## config.mk

```make
export PLATFORM = sky130hd
export DESIGN_NAME = paddle_button_conditioner
export DESIGN_NICKNAME = d
export VERILOG_FILES = /design/src/rtl/paddle_button_conditioner.sv
export SDC_FILE = /design/constraint.sdc
export NUM_CORES = 1
export LEC_CHECK = 0
export CAP_MARGIN = 0
export CORE_MARGIN = 2
export CORE_UTILIZATION = 45
export CTS_BUF_LIST = sky130_fd_sc_hd__clkbuf_4
export DETAILED_ROUTE_END_ITERATION = 10
export GPL_ROUTABILITY_DRIVEN = 0
export REMOVE_ABC_BUFFERS = 1
export SLEW_MARGIN = 20
export SYNTH_ARGS = -nofsm -noshare
export SYNTH_HDL_FRONTEND = slang
export SYNTH_SLANG_ARGS = --single-unit
export TNS_END_PERCENT = 100
```

## constraint.sdc

```tcl
create_clock -name clk_clk -period 2.32 [get_ports clk_clk]
set_clock_uncertainty 0.15 [all_clocks]
set_input_delay 0.696 -clock clk_clk [delete_from_list [all_inputs] [get_ports clk_clk]]
set_output_delay 0.696 -clock clk_clk [all_outputs]
set_load 0.01 [all_outputs]
```

## src/rtl/paddle_button_conditioner.sv

```systemverilog
// Paddle push-button conditioner: per-channel 2-flop synchroniser, counter debounce,
// press/release edge pulses and auto-repeat pulses while a button is held.
module paddle_button_conditioner #(
    parameter int               N_BTN           = 4,
    parameter int               ACTIVE_LOW      = 1,
    parameter int               DEBOUNCE_CYCLES = 500000,
    parameter int               REPEAT_DELAY    = 25000000,
    parameter int               REPEAT_PERIOD   = 5000000,
    parameter logic [N_BTN-1:0] REPEAT_MASK     = {N_BTN{1'b1}}
) (
    input  logic             clk_clk,
    input  logic             reset_reset_n,
    input  logic [N_BTN-1:0] btn_raw,
    output logic [N_BTN-1:0] btn_level,
    output logic [N_BTN-1:0] btn_press,
    output logic [N_BTN-1:0] btn_release,
    output logic [N_BTN-1:0] btn_repeat
);

    localparam int DW   = (DEBOUNCE_CYCLES > 2) ? $clog2(DEBOUNCE_CYCLES) : 1;
    localparam int RMAX = (REPEAT_DELAY > REPEAT_PERIOD) ? REPEAT_DELAY : REPEAT_PERIOD;
    localparam int RW   = (RMAX > 1) ? $clog2(RMAX) : 1;

    localparam logic [DW-1:0] DB_LAST  = DW'(DEBOUNCE_CYCLES - 1);
    localparam logic [DW-1:0] DB_ONE   = DW'(1);
    localparam logic [RW-1:0] DLY_LAST = (REPEAT_DELAY > 0) ? RW'(REPEAT_DELAY - 1) : RW'(0);
    localparam logic [RW-1:0] PER_LAST = (REPEAT_PERIOD > 0) ? RW'(REPEAT_PERIOD - 1) : RW'(0);
    localparam logic [RW-1:0] RPT_ONE  = RW'(1);

    typedef enum logic [1:0] {
        RPT_IDLE   = 2'd0,
        RPT_DELAY  = 2'd1,
        RPT_REPEAT = 2'd2
    } rpt_state_e;

    logic [N_BTN-1:0] raw_pressed_s;
    logic [N_BTN-1:0] sync1_q;
    logic [N_BTN-1:0] sync2_q;

    // Polarity is corrected before synchronising so "not pressed" is always 0 inside.
    assign raw_pressed_s = (ACTIVE_LOW != 0) ? ~btn_raw : btn_raw;

    // Two-flop synchroniser for the asynchronous pins.
    always_ff @(posedge clk_clk) begin
        if (!reset_reset_n) begin
            sync1_q <= {N_BTN{1'b0}};
            sync2_q <= {N_BTN{1'b0}};
        end else begin
            sync1_q <= raw_pressed_s;
            sync2_q <= sync1_q;
        end
    end

    for (genvar i = 0; i < N_BTN; i++) begin : g_ch
        localparam logic RPT_EN = REPEAT_MASK[i] && (REPEAT_DELAY > 0);

        logic          level_q;
        logic          press_q;
        logic          release_q;
        logic          repeat_q;
        logic [DW-1:0] db_cnt_q;
        logic [DW-1:0] db_cnt_d;
        logic          toggle_s;
        logic          rise_s;
        logic          fall_s;
        rpt_state_e    state_q;
        rpt_state_e    state_d;
        logic [RW-1:0] rpt_cnt_q;
        logic [RW-1:0] rpt_cnt_d;
        logic          repeat_d;

        // Debounce: a level change is accepted only after DEBOUNCE_CYCLES consecutive mismatches.
        always_comb begin
            toggle_s = 1'b0;
            db_cnt_d = {DW{1'b0}};
            if (sync2_q[i] != level_q) begin
                if (db_cnt_q == DB_LAST) begin
                    toggle_s = 1'b1;
                    db_cnt_d = {DW{1'b0}};
                end else begin
                    toggle_s = 1'b0;
                    db_cnt_d = db_cnt_q + DB_ONE;
                end
            end else begin
                toggle_s = 1'b0;
                db_cnt_d = {DW{1'b0}};
            end
        end

        assign rise_s = toggle_s & ~level_q;
        assign fall_s = toggle_s & level_q;

        // Auto-repeat next-state logic; a falling level always wins and suppresses the pulse.
        always_comb begin
            state_d   = state_q;
            rpt_cnt_d = rpt_cnt_q + RPT_ONE;
            repeat_d  = 1'b0;
            case (state_q)
                RPT_IDLE: begin
                    rpt_cnt_d = {RW{1'b0}};
                    if (rise_s && RPT_EN) begin
                        state_d = RPT_DELAY;
                    end else begin
                        state_d = RPT_IDLE;
                    end
                end
                RPT_DELAY: begin
                    if (fall_s) begin
                        state_d   = RPT_IDLE;
                        rpt_cnt_d = {RW{1'b0}};
                    end else if (rpt_cnt_q == DLY_LAST) begin
                        state_d   = RPT_REPEAT;
                        rpt_cnt_d = {RW{1'b0}};
                        repeat_d  = 1'b1;
                    end else begin
                        state_d   = RPT_DELAY;
                    end
                end
                RPT_REPEAT: begin
                    if (fall_s) begin
                        state_d   = RPT_IDLE;
                        rpt_cnt_d = {RW{1'b0}};
                    end else if (rpt_cnt_q == PER_LAST) begin
                        rpt_cnt_d = {RW{1'b0}};
                        repeat_d  = 1'b1;
                    end else begin
                        state_d   = RPT_REPEAT;
                    end
                end
                default: begin
                    state_d   = RPT_IDLE;
                    rpt_cnt_d = {RW{1'b0}};
                end
            endcase
        end

        // Per-channel state and registered outputs.
        always_ff @(posedge clk_clk) begin
            if (!reset_reset_n) begin
                level_q   <= 1'b0;
                press_q   <= 1'b0;
                release_q <= 1'b0;
                repeat_q  <= 1'b0;
                db_cnt_q  <= {DW{1'b0}};
                state_q   <= RPT_IDLE;
                rpt_cnt_q <= {RW{1'b0}};
            end else begin
                level_q   <= level_q ^ toggle_s;
                press_q   <= rise_s;
                release_q <= fall_s;
                repeat_q  <= repeat_d;
                db_cnt_q  <= db_cnt_d;
                state_q   <= state_d;
                rpt_cnt_q <= rpt_cnt_d;
            end
        end

        assign btn_level[i]   = level_q;
        assign btn_press[i]   = press_q;
        assign btn_release[i] = release_q;
        assign btn_repeat[i]  = repeat_q;
    end

endmodule

```

==> results of run 1 <==
[worst max-delay path, cell delays in order, from the launching register on]
cell and delay [ns]:
dfxtp_2 0.33, or4b_4 0.53, nor2_2 0.13, nor4b_4 0.22
and3b_1 0.21, or4_1 0.48, a21oi_2 0.12
[per-layer routing]
metal	track usage	wire, um	up-vias
met2	0.2586	7946	93
li1	-	-	3926
met1	0.2234	9248	3416
met3	0.04018	735	40
met4	0.06381	397	0
met5	0	0	-
[cells in the mapped netlist (2+ instances only)]
master and count:
and2_1 11, nor4bb_1 9, a21oi_1 16, and3_1 23
nor3_1 24, a211o_1 3, nor2_1 220, a211oi_1 2
or2_2 4, nor2b_1 5, buf_2 8, dfxtp_1 208
nand2_1 81, and4_1 12, ha_1 24, o21bai_1 2
buf_4 16, nand3b_1 3, xor2_1 98, nand4b_1 4
nand3_1 78, a31oi_1 2, o32ai_1 4, nand4_1 40
inv_1 36, xnor2_1 59, a31o_2 2, clkbuf_1 14
nor4_1 17, or4_1 7, mux2i_1 2, nand2b_1 7
or3_1 9, o21ai_0 12, nor4b_1 8, or4b_2 2
[layout by cell type, fill, tap and decap left out, types with 36 or more instances in the layout]
cell type and count:
buf_4 60, clkbuf_4 81, dfxtp_1 203, inv_1 36, nand2_1 81, nand3_1 77, nand4_1 40, nor2_1 219
xnor2_1 59, xor2_1 98
[worst max-delay path by stage]
stage | to | depth (start not counted) | slack [ns] | from
finish | g_ch[3].state_q[1] | 6 | 0.09 | g_ch[3].db_cnt_q[10]
global route | g_ch[0].state_q[1] | 6 | -0.02 | g_ch[0].db_cnt_q[8]
CTS | g_ch[3].state_q[0] | 6 | 0.04 | g_ch[3].db_cnt_q[8]
detailed placement | g_ch[2].rpt_cnt_q[21] | 6 | -0.09 | reset_reset_n
global placement | g_ch[2].rpt_cnt_q[21] | 6 | -0.05 | reset_reset_n
floorplan | g_ch[3].rpt_cnt_q[10] | 7 | -0.02 | g_ch[3].rpt_cnt_q[0]
[flip-flops by register name (all words and copies together) (netlist names), named ones only]
signal          count
g_ch.state_q        8
g_ch.rpt_cnt_q    100
sync2_q             4
g_ch.db_cnt_q      76
sync1_q             4
g_ch.release_q      4
g_ch.press_q        4
g_ch.repeat_q       4
[repair_timing]
action                     CTS  global route
buffers inserted             0             1
hold endpoints to repair     0             0
cloned                       0             1
setup endpoints to repair   16           119
resized for setup           21            21
pin swaps                    0             3
[final cells by class]
type / instances / area [sq um]
multi-input combinational: 805 / 4992
antenna: 1 / 2.502
fill: 1940 / 9285
clock inverter: 16 / 65.06
timing repair buffer: 87 / 765.7
inverter: 36 / 135.1
tap: 270 / 337.8
sequential: 208 / 4173
clock buffer: 81 / 608.1
[power breakdown]
group          internal [uW]  total (uW)  switching (uW)
Sequential              3580        3590            9.83
Combinational           41.5        88.8            47.3
Clock                   1590        3060            1470
[through the flow]
step                hold WS, ns  worst slack (ns)
floorplan                0.2618          -0.02004
global placement         0.2654          -0.04894
detailed placement       0.2743          -0.08621
CTS                      0.2898           0.03739
global route             0.2967          -0.02013
finish                   0.2857           0.09049
[kinds of logic after synthesis]
logic type,share of synthesized area
simple gates,0.3033
compound gates,0.03506
flops,0.4436
buf+inv,0.03746
mux,0.002133
fa+ha+maj,0.03199
xor+xnor,0.1465
==> impl_metrics.yaml, run 1 <==
route:
  vias: 7475
  first_pass_iters: 4
  ant_nets: 0
  wl_mm: 18.33
  drcViolationCount: 0
  drt_iter0_drc: 238
  vias_per_cell: 4.970
  wl_per_cell_um: 12.19
global_routing:
  first_global_vias: 6994
  grt_use_total: 0.1660
  grt_max_degree: 26
  grt_overflow: 0
  antenna_found_initial: 1
  grt_first_pass_wirelength_mm: 31.15
sta:
  final_hold_viol_count: 0
  fmax_ghz: 0.4485
  drv_slew: 0
  relSlewSlack: 0.6625
  period_share: 0.9610
  fin_setup_tns_ns: 0
  setup_viol: 0
  period_needed_ns: 2.230
  tightest_slew_ns: 0.5016
min_path:
  min_to: "sync2_q[3]"
  hold_depth: 1
  hold_path_class: "flop to flop"
  worstHoldStart: "sync1_q[3]"
final_layout:
  drive_above_1_share: 0.1500
  fin_util: 0.5441
  fin_cells: 1504
  syn2layout_area_growth_pct: 18.04
  fin_nets: 1224
  fin_area_sq_mm: 0.01108
logic_synthesis:
  synth-edff-count: 0
  syn-cell-area_sq_mm: 0.009387
  synth-main-ff-cell: "dfxtp_1"
  yosysUniqueCellTypes: 52
  async_flop_share: 0
  yosysTopAreaCell: "dfxtp_1"
  yosys_register_bits: 208
  synthTopCellsByArea: "dfxtp_1 44%, xor2_1 9.1%, nor2_1 8.8%"
  synth.avg_cell_area_sq_um: 8.627
  yosysWarningCount: 0
  synth_top_area_share: 0.4436
  seq_area_frac_synth: 0.4436
  synth_cells: 1088
power:
  p_per_area_mw_per_mm2: 608.6
  total_power_uw: 6743
  p_leak_uw: 0.003825
  ir_worst_vdd_v: 0.0003591
floorplan:
  die_w_um: 148.4
  start_util: 0.4609
  die_area_sq_mm: 0.02203
  die_h_um: 148.4
  rows: 52
  core_region_area_sq_mm: 0.02036
  io_pins: 22
placed_design:
  placedCellCount: 1404
  hpwl_mm: 12.28
  postPlaceCellArea_sq_mm: 0.01026
  port_buffers: 21
setup_path:
  path_max_fanout: 3
  worstSetupPathType: "flop to flop"
  rr_endpoint: "g_ch[3].state_q[1]"
  end_kind: "flop"
  r2r_start: "g_ch[3].db_cnt_q[10]"
  critPathRequiredTime_ns: 2.77
  ff2ff_setup_slack_ns: 0.09
  cp.arrival_ns: 2.68
  startpoint_type: "flop"
  ff2ff_path_depth: 6
clocking:
  cts_buffers: 56
  cts_tree: "done"
  clock_path_buffers: 3
  worstSkewPairLatency_ns: 0.66
  clk_pin_slew_worst_paths_ns: 0.06
  cts-hold-fix-buffers: 0
  cts_sinks: 208
  htreeDepth: 2
  cts_root_buffer: "clkbuf_4"
run_status:
  status: "finished, final reports clean"
run:
  maxCapViolCount: 0
(Power assumes the default switching activity.)
==> run 2, diff against run 1 <==
--- a/config.mk
+++ b/config.mk
@@ -6,9 +6,9 @@
 export NUM_CORES = 1
 export LEC_CHECK = 0
 export CAP_MARGIN = 0
-export CORE_MARGIN = 2
 export CORE_UTILIZATION = 45
 export CTS_BUF_LIST = sky130_fd_sc_hd__clkbuf_4
+export CTS_CLUSTER_SIZE = 40
 export DETAILED_ROUTE_END_ITERATION = 10
 export GPL_ROUTABILITY_DRIVEN = 0
 export REMOVE_ABC_BUFFERS = 1
==> impl_metrics.yaml, run 2 (synthesized netlist as in run 1, its figures left out) <==
final_layout:
  biggestRegsByFlops: "g_ch.rpt_cnt_q x100, g_ch.db_cnt_q x76, g_ch.state_q x8"
  fillers: 1938
  final_cell_mix: "220 x nor2_1, 204 x dfxtp_1, 98 x xor2_1, 81 x nand2_1, 77 x nand3_1"
  syn2layout_area_growth_pct: 17.63
  regMostFlops: "g_ch.rpt_cnt_q"
  fin_nets: 1224
  largest_reg_flops: 100
  drive_above_1_share: 0.1411
  fin_area_sq_mm: 0.01104
  layout_commonest_cell: "nor2_1"
clocking:
  cts_root_buffer: "clkbuf_4"
  cts_sinks: 208
  cts_tree: "done"
  clk_pin_slew_worst_paths_ns: 0.06
  cts-hold-fix-buffers: 0
  cts_buffers: 55
  worstSkewPairLatency_ns: 0.69
  post-cts-setup-buffers: 0
  clock_path_buffers: 3
  htreeDepth: 2
sta:
  rsz0062_at_grt: "true"
  drv_slew: 0
  setup_viol: 0
  fin_setup_tns_ns: 0
  period_share: 0.9650
  tightest_slew_ns: 0.6202
  final_hold_viol_count: 0
  period_needed_ns: 2.239
  whs_ns: 0.2811
  fmax_ghz: 0.4467
  relSlewSlack: 0.5827
run:
  maxCapViolCount: 0
floorplan:
  start_util: 0.4609
  rows: 52
  die_h_um: 146.4
  io_pins: 22
  die_area_sq_mm: 0.02144
  die_w_um: 146.4
  core_region_area_sq_mm: 0.02036
route:
  vias: 7446
  ant_nets: 0
  wl_per_cell_um: 12.11
  wl_mm: 18.22
  drcViolationCount: 0
  first_pass_iters: 4
  vias_per_cell: 4.951
  drt_iter0_drc: 316
setup_path:
  rr_endpoint: "g_ch[3].state_q[1]"
  r2r_start: "g_ch[3].db_cnt_q[10]"
  worstSetupPathType: "flop to flop"
  cp.arrival_ns: 2.70
  ff2ff_setup_slack_ns: 0.08
  path_max_fanout: 3
  ff2ff_path_depth: 6
  startpoint_type: "flop"
  critPathRequiredTime_ns: 2.79
  end_kind: "flop"
placed_design:
  postPlaceCellArea_sq_mm: 0.01031
  port_buffers: 21
  hpwl_mm: 12.17
global_routing:
  antenna_found_initial: 1
  grt_overflow: 0
  grt_max_degree: 26
  grt_use_total: 0.1753
  grt_first_pass_wirelength_mm: 31.74
  first_global_vias: 7071
min_path:
  worstHoldStart: "sync1_q[2]"
  hold_depth: 1
  min_to: "sync2_q[2]"
  hold_path_class: "flop to flop"
power:
  ir_worst_vdd_v: 0.0002644
  p_per_area_mw_per_mm2: 612.5
  p_leak_uw: 0.003829
run_status:
  status: "finished, final reports clean"
-- run 2: worst max-delay path by stage --
stage	to	start	slack, ns	cells past startpoint
after floorplan	g_ch[3].rpt_cnt_q[10]	g_ch[3].rpt_cnt_q[0]	-0.02	7
after global placement	g_ch[1].state_q[1]	g_ch[1].rpt_cnt_q[19]	0.01	8
after detailed placement	g_ch[1].state_q[1]	g_ch[1].rpt_cnt_q[19]	-0.0006	8
after CTS	btn_level[1]	flop	0.03	1
after global routing	g_ch[3].rpt_cnt_q[4]	g_ch[3].rpt_cnt_q[14]	-0.08	7
final	g_ch[3].state_q[1]	g_ch[3].db_cnt_q[10]	0.08	6
-- run 2: area by class of cell --
cell class	instances	area, sq um	area share
multi-input cells	805	4942	0.4476
flip-flops and latches	208	4174	0.3780
repair buffers	88	780.7	0.07071
clock buffers	74	555.5	0.05031
well taps	270	337.8	0.03060
inverters	36	135.1	0.01224
clock inverters	22	113.9	0.01031
diodes	1	2.502	0.0002266
-- run 2: metrics by stage --
stage	total power (uW)	setup slack (ns)	cells	util
global route	7101	-0.07851	1504	0.5422
finish	6763	0.08114	1504	0.5422
global placement	3762	0.01317	1407	0.5062
CTS	6918	0.02755	1503	0.5388
floorplan	3713	-0.02004	1049	-
detailed placement	3762	-0.0006288	1407	0.5062
-- run 2: timing repair --
action / in CTS / in global routing
setup endpoints to repair: 17 / 109
pin swaps: 0 / 2
resized for setup: 22 / 13
endpoints found under the hold margin: 0 / 0
-- run 2: layer usage --
layer	vias up	part of all wire	track usage
li1	3917	-	-
met1	3389	0.51	0.2427
met2	96	0.42	0.2600
met3	44	0.040	0.04094
met4	0	0.025	0.07552
met5	-	0	0
-- run 2: power by group --
| part | total, uW | internal [uW] | switching [uW] |
|---|---|---|---|
| Combinational | 90.0 | 42.3 | 47.7 |
| Clock | 3080 | 1590 | 1490 |
| Sequential | 3590 | 3580 | 9.46 |
| Total | 6760 | 5210 | 1550 |
-- run 2: worst max-delay path, cell delays in order (launching register included) --
cell and delay (ns):
dfxtp_1 0.33, or4b_4 0.53, nor2_1 0.14, nor4b_4 0.22, and3b_1 0.21, or4_1 0.47, a21oi_1 0.13
==> run 3, diff against run 2 <==
--- a/config.mk
+++ b/config.mk
@@ -7,12 +7,11 @@
 export LEC_CHECK = 0
 export CAP_MARGIN = 0
 export CORE_UTILIZATION = 45
-export CTS_BUF_LIST = sky130_fd_sc_hd__clkbuf_4
 export CTS_CLUSTER_SIZE = 40
 export DETAILED_ROUTE_END_ITERATION = 10
 export GPL_ROUTABILITY_DRIVEN = 0
 export REMOVE_ABC_BUFFERS = 1
-export SLEW_MARGIN = 20
+export SLEW_MARGIN = 30
 export SYNTH_ARGS = -nofsm -noshare
 export SYNTH_HDL_FRONTEND = slang
 export SYNTH_SLANG_ARGS = --single-unit
==> impl_metrics.yaml, run 3 (synthesized netlist as in run 1, its figures left out) <==
clocking:
  cts-hold-fix-buffers: 0
  htreeDepth: 1
  cts_sinks: 208
  cts_tree: "done"
  worstSkewPairLatency_ns: 0.51
  clk_pin_slew_worst_paths_ns: 0.06
  clock_path_buffers: 3
  cts_root_buffer: "clkbuf_16"
  cts_buffers: 23
final_layout:
  layout_commonest_cell: "nor2_1"
  largest_reg_flops: 100
  regMostFlops: "g_ch.rpt_cnt_q"
  fin_util: 0.5512
  n_antenna_cell: 0
  biggestRegsByFlops: "g_ch.rpt_cnt_q x100, g_ch.db_cnt_q x76, g_ch.state_q x8"
  fillers: 1872
  final_cell_mix: "219 x nor2_1, 202 x dfxtp_1, 98 x xor2_1, 81 x nand2_1, 77 x nand3_1"
  fin_nets: 1193
  drive_above_1_share: 0.1220
  syn2layout_area_growth_pct: 19.60
setup_path:
  path_buf_inv: 1
  cp_slowest_cell: "clkdlybuf4s50_1"
  cpLargestDelayFamily: "buffers and inverters"
  worstSetupPathType: "flop to primary output"
  critPathRequiredTime_ns: 1.47
  cp.arrival_ns: 1.40
  crit_chain: "clkdlybuf4s50_1"
  path_max_fanout: 1
  startpoint_type: "flop"
  slowest_delay_ns: 0.55
  end_kind: "primary output"
power:
  power_frac_comb: 0.012
  p_leak_uw: 0.003796
  p_per_area_mw_per_mm2: 665.4
  p_clk_frac: 0.507
  seqPwrFrac: 0.481
  p_sw_uw: 1493
  swShare: 0.1999
  ir_worst_vdd_v: 0.0005393
  p_int_uw: 5976
placed_design:
  hpwl_mm: 12.17
  port_buffers: 21
route:
  drt_iter0_drc: 304
  vias: 7244
  vias_per_cell: 4.996
  first_pass_iters: 7
  ant_nets: 0
  drcViolationCount: 0
  wl_per_cell_um: 12.41
  wl_mm: 18.00
run:
  maxCapViolCount: 0
global_routing:
  met2_usage: 0.2640
  grt_first_pass_wirelength_mm: 31.20
  met3_usage: 0.03000
  first_global_vias: 6768
  grt_use_total: 0.1705
  met1_usage: 0.2448
  busiest_layer: "met2"
  grt_overflow: 0
  grt_max_degree: 26
  antenna_found_initial: 0
floorplan:
  die_h_um: 146.4
  start_util: 0.4609
  rows: 52
  core_region_area_sq_mm: 0.02036
  io_pins: 22
  die_area_sq_mm: 0.02144
  die_w_um: 146.4
sta:
  setup_viol: 0
  whs_ns: 0.2842
  final_hold_viol_count: 0
  tightest_slew_ns: 0.5721
  rsz0062_at_grt: "true"
  relSlewSlack: 0.6151
  period_share: 0.9700
  period_needed_ns: 2.250
  fmax_ghz: 0.4444
  drv_slew: 0
min_path:
  hold_path_class: "flop to flop"
run_status:
  status: "finished, final reports clean"
[run 3: layout make-up]
type / instances / area [sq um] / share of cell area
tap: 270 / 337.8 / 0.03009
timing repair buffer: 89 / 809.5 / 0.07211
multi-input combinational: 805 / 4976 / 0.4433
inverter: 36 / 135.1 / 0.01204
sequential: 208 / 4172 / 0.3716
clock inverter: 8 / 118.9 / 0.01059
clock buffer: 34 / 676.9 / 0.06030
[run 3: metal layers]
| layer | routed length [um] | vias up |
|---|---|---|
| li1 | - | 3826 |
| met1 | 9345 | 3323 |
| met2 | 7726 | 70 |
| met3 | 605 | 25 |
| met4 | 319 | 0 |
| met5 | 0 | - |
[run 3: worst register-to-register path, stage by stage (launching register included)]
cell	delay, ns
dfxtp_2	0.33
or4b_4	0.54
nor2_2	0.10
nor4b_4	0.21
and3b_1	0.22
or4_4	0.48
a21oi_2	0.14
[run 3: per-stage QoR]
step                cells  total power [uW]  cell area, sq um  setup WS (ns)  setup TNS (ns)
finish               1450              7469             11230        0.06963               0
floorplan            1049              3713              9170       -0.02004         -0.4609
global placement     1407              3762             10310        0.01317               0
detailed placement   1407              3762             10310     -0.0006288      -0.0006288
CTS                  1449              7591             11110       0.002120               0
global route         1450              7721             11230       -0.02900         -0.2454
[run 3: worst paths after layout]
path | from | end | slack (ns) | cells after the start
setup / recovery | g_ch[2].press_q | btn_press[2] | 0.07 | 1
hold / removal | sync1_q[2] | sync2_q[2] | 0.28 | 1
setup reg to reg | g_ch[3].db_cnt_q[10] | g_ch[3].state_q[1] | 0.09 | 6
hold reg to reg | sync1_q[2] | sync2_q[2] | 0.28 | 1
[run 3: power by group through the flow]
stage / sequential [uW] / clock (uW) / combinational, uW
6_report: 3590 / 3790 / 90.7
5_1_grt: 3590 / 4030 / 100
4_1_cts: 3590 / 3910 / 90.9
3_5_place_dp: 3670 / 0 / 90.4
3_3_place_gp: 3670 / 0 / 90.7
2_1_floorplan: 3670 / 0 / 43.4
[run 3: timing repair]
item | 4_1_cts | 5_1_grt
gates resized for setup | 8 | 23
endpoints found under the setup margin | 5 | 110
setup buffers | 0 | 1
pin swaps | 0 | 7
